## config.mk

```make
export PLATFORM = sky130hd
export DESIGN_NAME = pixel_shifter
export DESIGN_NICKNAME = d
export VERILOG_FILES = /design/src/rtl/vdg_pkg.sv /design/src/rtl/pixel_select.sv /design/src/rtl/pixel_shifter.sv
export SDC_FILE = /design/constraint.sdc
export NUM_CORES = 1
export LEC_CHECK = 0
export BUFFER_PORTS_ARGS = -buffer_cell sky130_fd_sc_hd__buf_2
export CORE_MARGIN = 2
export CORE_UTILIZATION = 24
export CTS_CLUSTER_DIAMETER = 50
export DETAILED_ROUTE_END_ITERATION = 7
export HOLD_SLACK_MARGIN = 0.05
export PLACE_DENSITY = 0.37
export REMOVE_ABC_BUFFERS = 1
export SYNTH_ARGS = -nofsm -noshare
export SYNTH_HDL_FRONTEND = slang
export SYNTH_SLANG_ARGS = --single-unit
```

## constraint.sdc

```tcl
create_clock -name Clk -period 4.5 [get_ports Clk]
set_input_delay 0.225 -clock Clk [delete_from_list [all_inputs] [get_ports Clk]]
set_output_delay 0.225 -clock Clk [all_outputs]
set_load 0.02 [all_outputs]
```

## src/rtl/vdg_pkg.sv

```systemverilog
// Shared VDG pipeline types and helpers.
// Used by the pixel shifter and the colour mapping stage.
package vdg_pkg;

  typedef enum logic [1:0] {
    IDLE    = 2'd0,
    RUN     = 2'd1,
    STARVED = 2'd2
  } state_t;

  localparam int SLOTS_PER_BYTE = 8;

  function automatic logic is_colour_graphics(
    input logic       ang,
    input logic [2:0] mode
  );
    return ang & ~mode[0];
  endfunction

endpackage

```

## src/rtl/pixel_select.sv

```systemverilog
// Picks the 2-bit pixel for a slot of the shift byte, MSB first.
// Colour graphics uses bit pairs held for two slots each.
module pixel_select
  import vdg_pkg::*;
(
  input  logic [7:0] shift,
  input  logic [2:0] slot,
  input  logic       ang,
  input  logic [2:0] mode,
  output logic [1:0] pixel
);

  logic [7:0] shl;

  always_comb begin
    shl   = 8'h00;
    pixel = 2'b00;
    if (is_colour_graphics(ang, mode)) begin
      shl   = shift << {slot[2:1], 1'b0};
      pixel = shl[7:6];
    end else begin
      shl   = shift << slot;
      pixel = {1'b0, shl[7]};
    end
  end

endmodule

```

## src/rtl/pixel_shifter.sv

```systemverilog
// Serialises fetched bytes into the 2-bit pixel stream with one
// byte of double buffering and an underrun indication.
module pixel_shifter
  import vdg_pkg::*;
(
  input  logic       Clk,
  input  logic       nReset,
  input  logic       PixEn,
  input  logic       Blank,
  input  logic [7:0] Data,
  input  logic [2:0] ModeIn,
  input  logic       AnGIn,
  input  logic       CssIn,
  input  logic       Load,
  output logic       ByteReq,
  output logic [1:0] Pixel,
  output logic       PixelValid,
  output logic [2:0] Mode,
  output logic       AnG,
  output logic       Css,
  output logic       Underrun
);

  state_t     state_q, state_d;
  logic [2:0] slot_q, slot_d;
  logic [7:0] sh_q, sh_d;
  logic [2:0] mode_d;
  logic       ang_d, css_d;
  logic [1:0] pix_d, sel;
  logic       pv_d, und_d;
  logic       xfer;

  logic [7:0] hold_data;
  logic [2:0] hold_mode;
  logic       hold_ang, hold_css;

  // ByteReq doubles as the holding-register empty flag
  always_ff @(posedge Clk or negedge nReset) begin
    if (!nReset) begin
      ByteReq   <= 1'b1;
      hold_data <= 8'h00;
      hold_mode <= 3'b000;
      hold_ang  <= 1'b0;
      hold_css  <= 1'b0;
    end else if (xfer) begin
      ByteReq <= 1'b1;
    end else if (Load && ByteReq) begin
      ByteReq   <= 1'b0;
      hold_data <= Data;
      hold_mode <= ModeIn;
      hold_ang  <= AnGIn;
      hold_css  <= CssIn;
    end
  end

  always_comb begin
    state_d = state_q;
    slot_d  = slot_q;
    sh_d    = sh_q;
    mode_d  = Mode;
    ang_d   = AnG;
    css_d   = Css;
    und_d   = 1'b0;
    xfer    = 1'b0;
    if (Blank) begin
      state_d = IDLE;
      slot_d  = 3'd0;
      sh_d    = 8'h00;
    end else if (PixEn) begin
      slot_d = (state_q == IDLE) ? 3'd0 : slot_q + 3'd1;
      // IDLE leaves on a byte boundary too
      if (state_q == IDLE || slot_q == 3'(SLOTS_PER_BYTE - 1)) begin
        if (!ByteReq) begin
          xfer    = 1'b1;
          state_d = RUN;
          sh_d    = hold_data;
          mode_d  = hold_mode;
          ang_d   = hold_ang;
          css_d   = hold_css;
        end else begin
          state_d = STARVED;
          und_d   = 1'b1;
        end
      end
    end
  end

  pixel_select u_sel (
    .shift (sh_d),
    .slot  (slot_d),
    .ang   (ang_d),
    .mode  (mode_d),
    .pixel (sel)
  );

  always_comb begin
    pix_d = Pixel;
    pv_d  = PixelValid;
    if (Blank) begin
      pix_d = 2'b00;
      pv_d  = 1'b0;
    end else if (PixEn) begin
      pv_d  = 1'b1;
      pix_d = (state_d == RUN) ? sel : 2'b00;
    end
  end

  always_ff @(posedge Clk or negedge nReset) begin
    if (!nReset) begin
      state_q    <= IDLE;
      slot_q     <= 3'd0;
      sh_q       <= 8'h00;
      Pixel      <= 2'b00;
      PixelValid <= 1'b0;
      Mode       <= 3'b000;
      AnG        <= 1'b0;
      Css        <= 1'b0;
      Underrun   <= 1'b0;
    end else begin
      state_q    <= state_d;
      slot_q     <= slot_d;
      sh_q       <= sh_d;
      Pixel      <= pix_d;
      PixelValid <= pv_d;
      Mode       <= mode_d;
      AnG        <= ang_d;
      Css        <= css_d;
      Underrun   <= und_d;
    end
  end

endmodule

```

; ---- Word level (Yosys, flattened, before mapping)
; Index checks and enable logic that the tools add are counted.
[word_totals]
in_bits = 18
elab_cells = 67
register_bits = 36
[classes]
eq_ne = 2
n_shift = 2
addsub = 1
mux = 35
n_reduce_logical = 7
bitwise_logic = 5
[op_table]
columns = operator, count
row1 = two-way mux 8 bit, 4
row2 = two-way mux 1 bit, 20
row3 = two-way mux 2 bit, 8
row4 = << shifter 8 x 3 -> 8 bit, 2
row5 = two-way mux 3 bit, 3
row6 = inverter 1 bit, 4
row7 = AND reduction 4 bit, 1
row8 = nonzero test 2 bit, 2
row9 = "adder 3 x 1 -> 3 bit, second input constant", 1
row10 = "== test 3 bit, second input constant", 1
row11 = "== test 2 x 1 -> 1 bit, second input constant", 1
row12 = zero test 2 bit, 1
row13 = AND reduction 2 bit, 1
row14 = AND 1 bit, 1
row15 = logical AND 1 bit, 1
row16 = logical OR 1 bit, 1

; ---- Depth between registers and ports, before layout
; Gate-level depths: netlist of the first run.
[depth]
word_depth = 11
ltp_mapped = 8
depth_no_buf = 7

; ---- Hierarchy
; Synthesis of the first run repeated with hierarchy kept, for this count alone.
[hier_totals]
hier_cells = 107
hier_area_um2 = 1545.2
[by_module_without_submodules]
columns = mod, instances, area_each_um2, cells_per_inst
row1 = pixel_shifter, 1, 1468.9, 101
row2 = pixel_select, 1, 76.3, 6

; ---- Least setup slack after synthesis of the first run
; Ideal clock, no wire load.
[synth_path]
path_kind = flip-flop to flip-flop
start = reg slot_q[0]
end = reg Pixel[0]
arrival_time_ns = 1.736
n_path_buf = 0
slack_ns = 2.642
required_time_ns = 4.378
synth_period_minus_slack_ns = 1.858
setup_ns = 0.122
path_stages_with_launch = 8
path_cell_list = dfrtp_1 ha_1 ha_1 o21bai_1 a311o_1 a21oi_1 o32ai_2 a2bb2oi_2
[synth_between]
elab_chain_cells = 11
word_cells_on_any_way = 27
classes_between = 1 x add/sub / 2 x eq/ne / 2 x shift / 19 x mux / 2 x bitwise / 1 x reduce/logical
[synth_rtl]
columns = item, line_no
row1 = "start, declared", pixel_shifter.sv:25  ; logic [2:0] slot_q, slot_d;
row2 = "start signal, assigned", pixel_shifter.sv:121  ; slot_q <= slot_d;
row3 = "parallel branches: the longest is 8 deep, another holds adder 3 x 1 -> 3 bit", -
row4 = two-way mux 2 bit *, pixel_shifter.sv:104  ; pix_d = (state_d == RUN) ? sel : 2'b00;
row5 = two-way mux 2 bit *, pixel_shifter.sv:102  ; end else if (PixEn) begin
row6 = two-way mux 2 bit *, pixel_shifter.sv:99  ; if (Blank) begin
row7 = "end signal, assigned", pixel_shifter.sv:123  ; Pixel <= pix_d;
row8 = "end, declared", pixel_shifter.sv:16  ; output logic [1:0] Pixel,
; Mark *: on every way between the ends. The select of a mux whose other input is x is not followed.
; A chain may end at the register's enable or synchronous reset.

; ---- Final worst setup path of the first run
; Ends and elaborated chain as after synthesis.

==> metrics.txt, run 1 <==
CTS Buffer Depth 2; TritonCTS Buffers 5; Peak VDD IR 0.166 mV; # clock sinks 36; clock-pin slew on the worst setup and hold paths 0.07 ns; Power Total 0.000981 W; largest net degree at the start of global routing 37; yosys warns 0; most frequent CP cell ha_1; DRT Pass-1 Iters 4; Mapped Cells 161; first-pass GRT wire length 7.50 mm; clock root buffer clkbuf_8; leakage power 0.908 nW; Yosys reg bits 36; FMAX 0.455 GHz; share of cells above drive strength 1 32.1%; area occupied by multi-input gates just over 800 um^2; CP Max Fanout 11; type of the worst setup path reg2reg; Sum Neg Setup Slack 0 ns; Final Max Slew Viols 0; final hold violation count 0; Hold Path Class in2async; crit path DAT 2.42 ns; Worst-Skew Late Latency just under 0.3 ns; die boundary width between 80 and 90 um; Final nets around 210; CTS resizes 0; Final setup viols 0; CTS H-Tree Depth 2; ant diodes 0; synthesized cell area 1770 um^2; Critical Path End Type flop; Vias 1368; FF+latch area 902 um^2; slowest cell on the critical path dfrtp_1; PwrDens 470 nW/um^2; Final min period 2.20 ns; Vias/cell approximately 4.7; Setup Fix Bufs, Post-CTS 0; wire per inst 14.9 um; DRC 0; vias in the first global route 1455; Port-buffer cells 27; Avg Synthesized Cell Area 11.0 um^2; R2R cell count 7; Relative slew margins between 40% and 50%; initial antenna violation count 0; Cell Chain, Critical Path ha_1 -> ha_1 -> o21bai_1 -> nand2_1 -> a21oi_1 -> o32ai_2 -> a2bb2oi_2; GR Util All Layers 11.6%; Final Cycle Share between 40% and 50%; dominant cell type by area after synthesis dfrtp_1; fin worst setup slack 2.30 ns; CP Data Required Time 4.73 ns; final wirelength between 4 and 5 mm; Core Region 7180 um^2; die area 8060 um^2; IO Pins 28; status completed; initial DRC count 126; Netlist cell types 44; # rows 31; startpoint types flop; Worst-Margin Slew about 0.83 ns; CP max stage delay 0.40 ns; Die Height ~90 um; Post-CTS Hold Buffers 0; GRT overflow 0; TritonCTS clock tree yes; fill count 770; post-route ant nets 0; post-place setup slack 2.35 ns; hpwl dp between 3 and 4 mm; Area growth, synth to finish 18.3%; Placer Congestion between 0.8 and 0.9; Starting Density 24.6%; largest cells by area after synthesis dfrtp_1 (50%), mux2_2 (11%), nand2_1 (4.3%), a21oi_1 (3.4%), nor2b_1 (2.5%); unrepaired setup endpoints after global routing false; Layout Skew 0.00298 ns; share of synthesized area occupied by flip-flops and latches slightly above 50%; max cap viols 0; Yosys top cell area share 49.6%
## report_power, final
| group | leakage [nW] | switching [W] | internal [W] |
|---|---|---|---|
| registers | 0.453 | 0.0000631 | 0.000410 |
| clock network | 0.0510 | 0.000118 | 0.000122 |
| logic | 0.404 | 0.000143 | 0.000124 |
## cells in the mapped netlist, drive strengths merged
cell type  count
o32ai          1
a21oi         13
a32oi          1
a311o          1
a31oi          1
clkbuf         1
nand4          2
a2111o         2
nor2           9
a22oi          2
nand2         20
o22ai          1
o21ba          1
o211ai         3
o21bai         2
nand3          1
ha             2
a32o           1
nand2b         4
dfrtp         35
nor3b          1
o2111ai        1
a22o           1
a311oi         3
mux2          18
o21ai          5
dfstp          1
and3           1
nor2b          7
nor3           1
o211a          1
and2b          1
or2            1
buf            5
o21a           1
a2bb2oi        1
o221ai         1
a41oi          1
inv            6
or3            1
## cell families (layout without fill, tap and decap cells)
logic type / after synthesis / count (layout) / synth area share, %
mux: 18 / 18 / 11.5
simple gates: 49 / 49 / 13.5
buf+inv: 12 / 41 / 2.91
compound gates: 44 / 44 / 19.6
flops: 36 / 36 / 51.1
fa+ha+maj: 2 / 2 / 1.42
## sequential cells by signal (all words and copies together) (netlist names)
register    cells
AnG             1
Underrun        1
sh_q            8
hold_css        1
state_q         2
Mode            3
PixelValid      1
ByteReq         1
slot_q          3
Pixel           2
hold_data       8
hold_ang        1
Css             1
hold_mode       3
## placed cells by master (no fill, tap or decap), types with 2 or more instances in the layout
cell / synthesis / final
nand2_1: 20 / 20
a22oi_1: 2 / 2
a21oi_1: 12 / 12
nand4_1: 2 / 2
nor2_1: 9 / 9
nand2b_1: 4 / 4
mux2_2: 18 / 18
dfrtp_1: 35 / 35
clkbuf_8: 0 / 6
a2111o_1: 2 / 2
clkinv_2: 0 / 2
buf_2: 2 / 27
a311oi_1: 3 / 3
o21ai_0: 4 / 4
ha_1: 2 / 2
inv_1: 6 / 6
o21bai_1: 2 / 2
nor2b_1: 7 / 7
o211ai_1: 3 / 3
## critical path, delay by kind of cell, from the launching register on
family,cells,cell delay [ns]
compound gates,4,0.90
fa+ha+maj,2,0.46
flops,1,0.40
simple gates,1,0.37
## per-stage QoR
| stage | cells | area (um^2) | utilization [%] | hold slack [ns] |
|---|---|---|---|---|
| 2_1_floorplan | 155 | 1740 | - | -0.0706 |
| 3_3_place_gp | 281 | 2000 | 27.8 | 0.374 |
| 3_5_place_dp | 281 | 2000 | 27.8 | 0.386 |
| 4_1_cts | 289 | 2090 | 29.1 | 0.0735 |
| 5_1_grt | 289 | 2090 | 29.1 | 0.108 |
| 6_report | 289 | 2090 | 29.1 | 0.0314 |
## cell type report
class | instances | area share, %
multi-input combinational | 113 | 38.9
sequential | 36 | 43.2
clock buffer | 6 | 3.95
clock inverter | 2 | 0.479
inverter | 6 | 1.08
tap | 99 | 5.93
timing repair buffer | 27 | 6.47
## final timing paths
kind | from | endpoint | slack, ns
hold / removal | nReset | state_q[0]$_DFF_PN0_ | 0.03
setup reg to reg | slot_q[0]$_DFF_PN0_ | Pixel[0]$_DFFE_PN0P_ | 2.30
max in group asynchronous | nReset | hold_mode[0]$_DFFE_PN0P_ | 3.94
setup / recovery | slot_q[0]$_DFF_PN0_ | Pixel[0]$_DFFE_PN0P_ | 2.30
min in group Clk | Load | ByteReq$_DFFE_PN1P_ | 0.10
hold reg to reg | PixelValid$_DFFE_PN0P_ | PixelValid$_DFFE_PN0P_ | 0.49
## per-layer routing
layer	track usage (%)	part of all wire (%)
met2	18.6	47
met5	0	0
met3	2.85	5.3
met1	15.6	46
met4	3.21	1.2
(Power assumes the default switching activity.)
==> run 2: changes to the inputs <==
Settings changed: PLACE_DENSITY 0.37 to 0.39.
Clock period 4.5 ns to 1.9 ns, I/O delays scaled along.
==> metrics.txt, run 2 (synthesis gave the netlist of run 1 again) <==
GR Util All Layers 11.7% (+0.13 points); biggest regs hold_data: 8 flops, sh_q: 8 flops; leakage power 1.03 nW (+14%); GRT overflow 0 (unchanged); Area growth, synth to finish 36.6%; share of cells above drive strength 1 39.1% (+7.0 points); final hold violation count 0 (unchanged); commonest non-fill, non-tap cell in the layout dfrtp_1; crit-path leading delay family compound AO/OA/AOI/OAI gates; largest net degree at the start of global routing 37 (unchanged); Cell Chain, Critical Path ha_2 -> ha_4 -> o211ai_1 -> buf_4 -> a32o_1 -> a21oi_2 -> o32ai_2 -> a2bb2oi_2; Final Max Slew Viols 0 (unchanged); Final setup viols 0 (unchanged); Power Total 0.00238 W (+140%); DRT Pass-1 Iters 4 (unchanged); met2 GRT Util 19.6% (+1.0 points); initial antenna violation count 0 (unchanged); unrepaired setup endpoints after global routing true; TritonCTS clock tree yes; RR Startpoint slot_q[1]$_DFF_PN0_; reg2reg end Pixel[0]$_DFFE_PN0P_; Worst-Margin Slew 0.841 ns (+0.0107 ns); Placer Congestion 0.899 (+7.5%); Hold Path End sh_q[5]$_DFF_PN0_; area occupied by multi-input gates 873 um^2 (+7.6%); Final nets 239 (+14%); die boundary width 89.8 um (unchanged); CTS Buffer Depth 2 (unchanged); # rows 31 (unchanged); most frequent cells in the layout dfrtp_1 (35), buf_2 (27), nand2_1 (19); TritonCTS Buffers 5 (unchanged); final wirelength 4.40 mm (+2.2%); Worst-Skew Late Latency 0.29 ns (about the same); PwrDens 987 nW/um^2 (+110%); first-pass GRT wire length 7.60 mm (+1.3%); CTS H-Tree Depth 2 (unchanged); CP Max Fanout 3 (-8); die area 8060 um^2 (unchanged); status completed; vias in the first global route 1549 (+6.5%); Layout Skew 0.00526 ns (+0.00228 ns); Final min period 1.87 ns (-0.332 ns); ant diodes 0 (unchanged); Port-buffer cells 27 (unchanged); Peak VDD IR 0.490 mV (+200%); hold path start Blank; startpoint types flop; Relative slew margins 43.9% (-0.71 points); R2R setup slack 0.03 ns (-2.27 ns); Vias/cell 4.55 (-3.8%); clock-pin slew on the worst setup and hold paths 0.08 ns (about the same); FMAX 0.536 GHz (+18%); post-route ant nets 0 (unchanged); clock root buffer clkbuf_8; max cap viols 0 (unchanged); CP max stage delay 0.38 ns (-0.02 ns); fin worst setup slack 0.0343 ns (-2.27 ns); wire per inst 13.8 um (-7.4%); Starting Density 24.6% (unchanged); Hold Path Class in2reg; Core Region 7180 um^2 (unchanged); Final Cycle Share 98.2% (+49 points); crit path DAT 2.05 ns (-0.37 ns); # clock sinks 36 (unchanged); fill count 755 (-1.9%); CP Data Required Time 2.08 ns (-2.65 ns); R2R cell count 8 (+1); Die Height 89.8 um (unchanged); post-place setup slack -0.124 ns (-2.48 ns); Vias 1452 (+6.1%); FF+latch area 902 um^2 (unchanged); gr busiest metal met2; initial DRC count 48 (-62%); IO Pins 28 (unchanged); type of the worst setup path reg2reg; WP buf/inv 1 (+1); hold path depth 2; slowest cell on the critical path dfrtp_1; Critical Path End Type flop; hpwl dp 3.19 mm (+3.3%); DRC 0 (unchanged); met1 Track Usage GR 14.8% (-0.85 points); GR met3 Demand/Resource 3.10% (+0.25 points)
-- run 2: cell type report --
class                      count  share of cell area, %
clock buffer                   5                   2.85
clock inverter                 3                  0.985
inverter                       6                  0.934
multi-input combinational    113                   36.2
sequential                    36                   37.4
tap                           99                   5.13
timing repair buffer          57                   16.5
-- run 2: worst register-to-register path, stage by stage (launching register included) --
cell	delay, ns
dfrtp_1	0.38
ha_2	0.20
ha_4	0.28
o211ai_1	0.12
buf_4	0.19
a32o_1	0.20
a21oi_2	0.13
o32ai_2	0.10
a2bb2oi_2	0.16
-- run 2: worst max path at each step --
stage | start | end | depth (start not counted)
finish | slot_q[1]$_DFF_PN0_ | Pixel[0]$_DFFE_PN0P_ | 8
detailed placement | slot_q[0]$_DFF_PN0_ | Pixel[1]$_DFFE_PN0P_ | 8
global placement | slot_q[0]$_DFF_PN0_ | Pixel[0]$_DFFE_PN0P_ | 7
CTS | slot_q[0]$_DFF_PN0_ | Pixel[1]$_DFFE_PN0P_ | 8
global route | slot_q[1]$_DFF_PN0_ | Pixel[1]$_DFFE_PN0P_ | 8
floorplan | slot_q[0]$_DFF_PN0_ | Pixel[0]$_DFFE_PN0P_ | 7
-- run 2: per-stage QoR --
stage | util [%] | instances | hold slack (ns) | area, um^2 | setup TNS, ns
global placement | 29.2 | 294 | 0.233 | 2090 | -0.107
global route | 33.6 | 319 | 0.149 | 2410 | -0.148
finish | 33.6 | 319 | 0.139 | 2410 | 0
floorplan | - | 155 | -0.201 | 1740 | 0
CTS | 33.1 | 318 | 0.133 | 2380 | 0
detailed placement | 29.2 | 294 | 0.254 | 2090 | -0.239
-- run 2: what timing repair did --
action                                  4_1_cts  5_1_grt
endpoints found under the setup margin        2        2
pin swaps                                     4        5
gates resized for setup                       6        5
hold buffers                                 15        0
endpoints found under the hold margin        49        0
setup buffers                                 1        1
-- run 2: layer usage --
layer,vias to the layer above,wire [um]
met3,6,155
met5,-,0
met1,719,2050
met2,25,2150
met4,0,51
li1,702,-
-- run 2: report_power, final --
part | internal [W] | switching, W | leakage (nW) | total [W]
clock network | 0.000260 | 0.000300 | 0.0404 | 0.000559
logic | 0.000349 | 0.000353 | 0.540 | 0.000702
registers | 0.000971 | 0.000149 | 0.453 | 0.00112
total | 0.00158 | 0.000802 | 1.03 | 0.00238
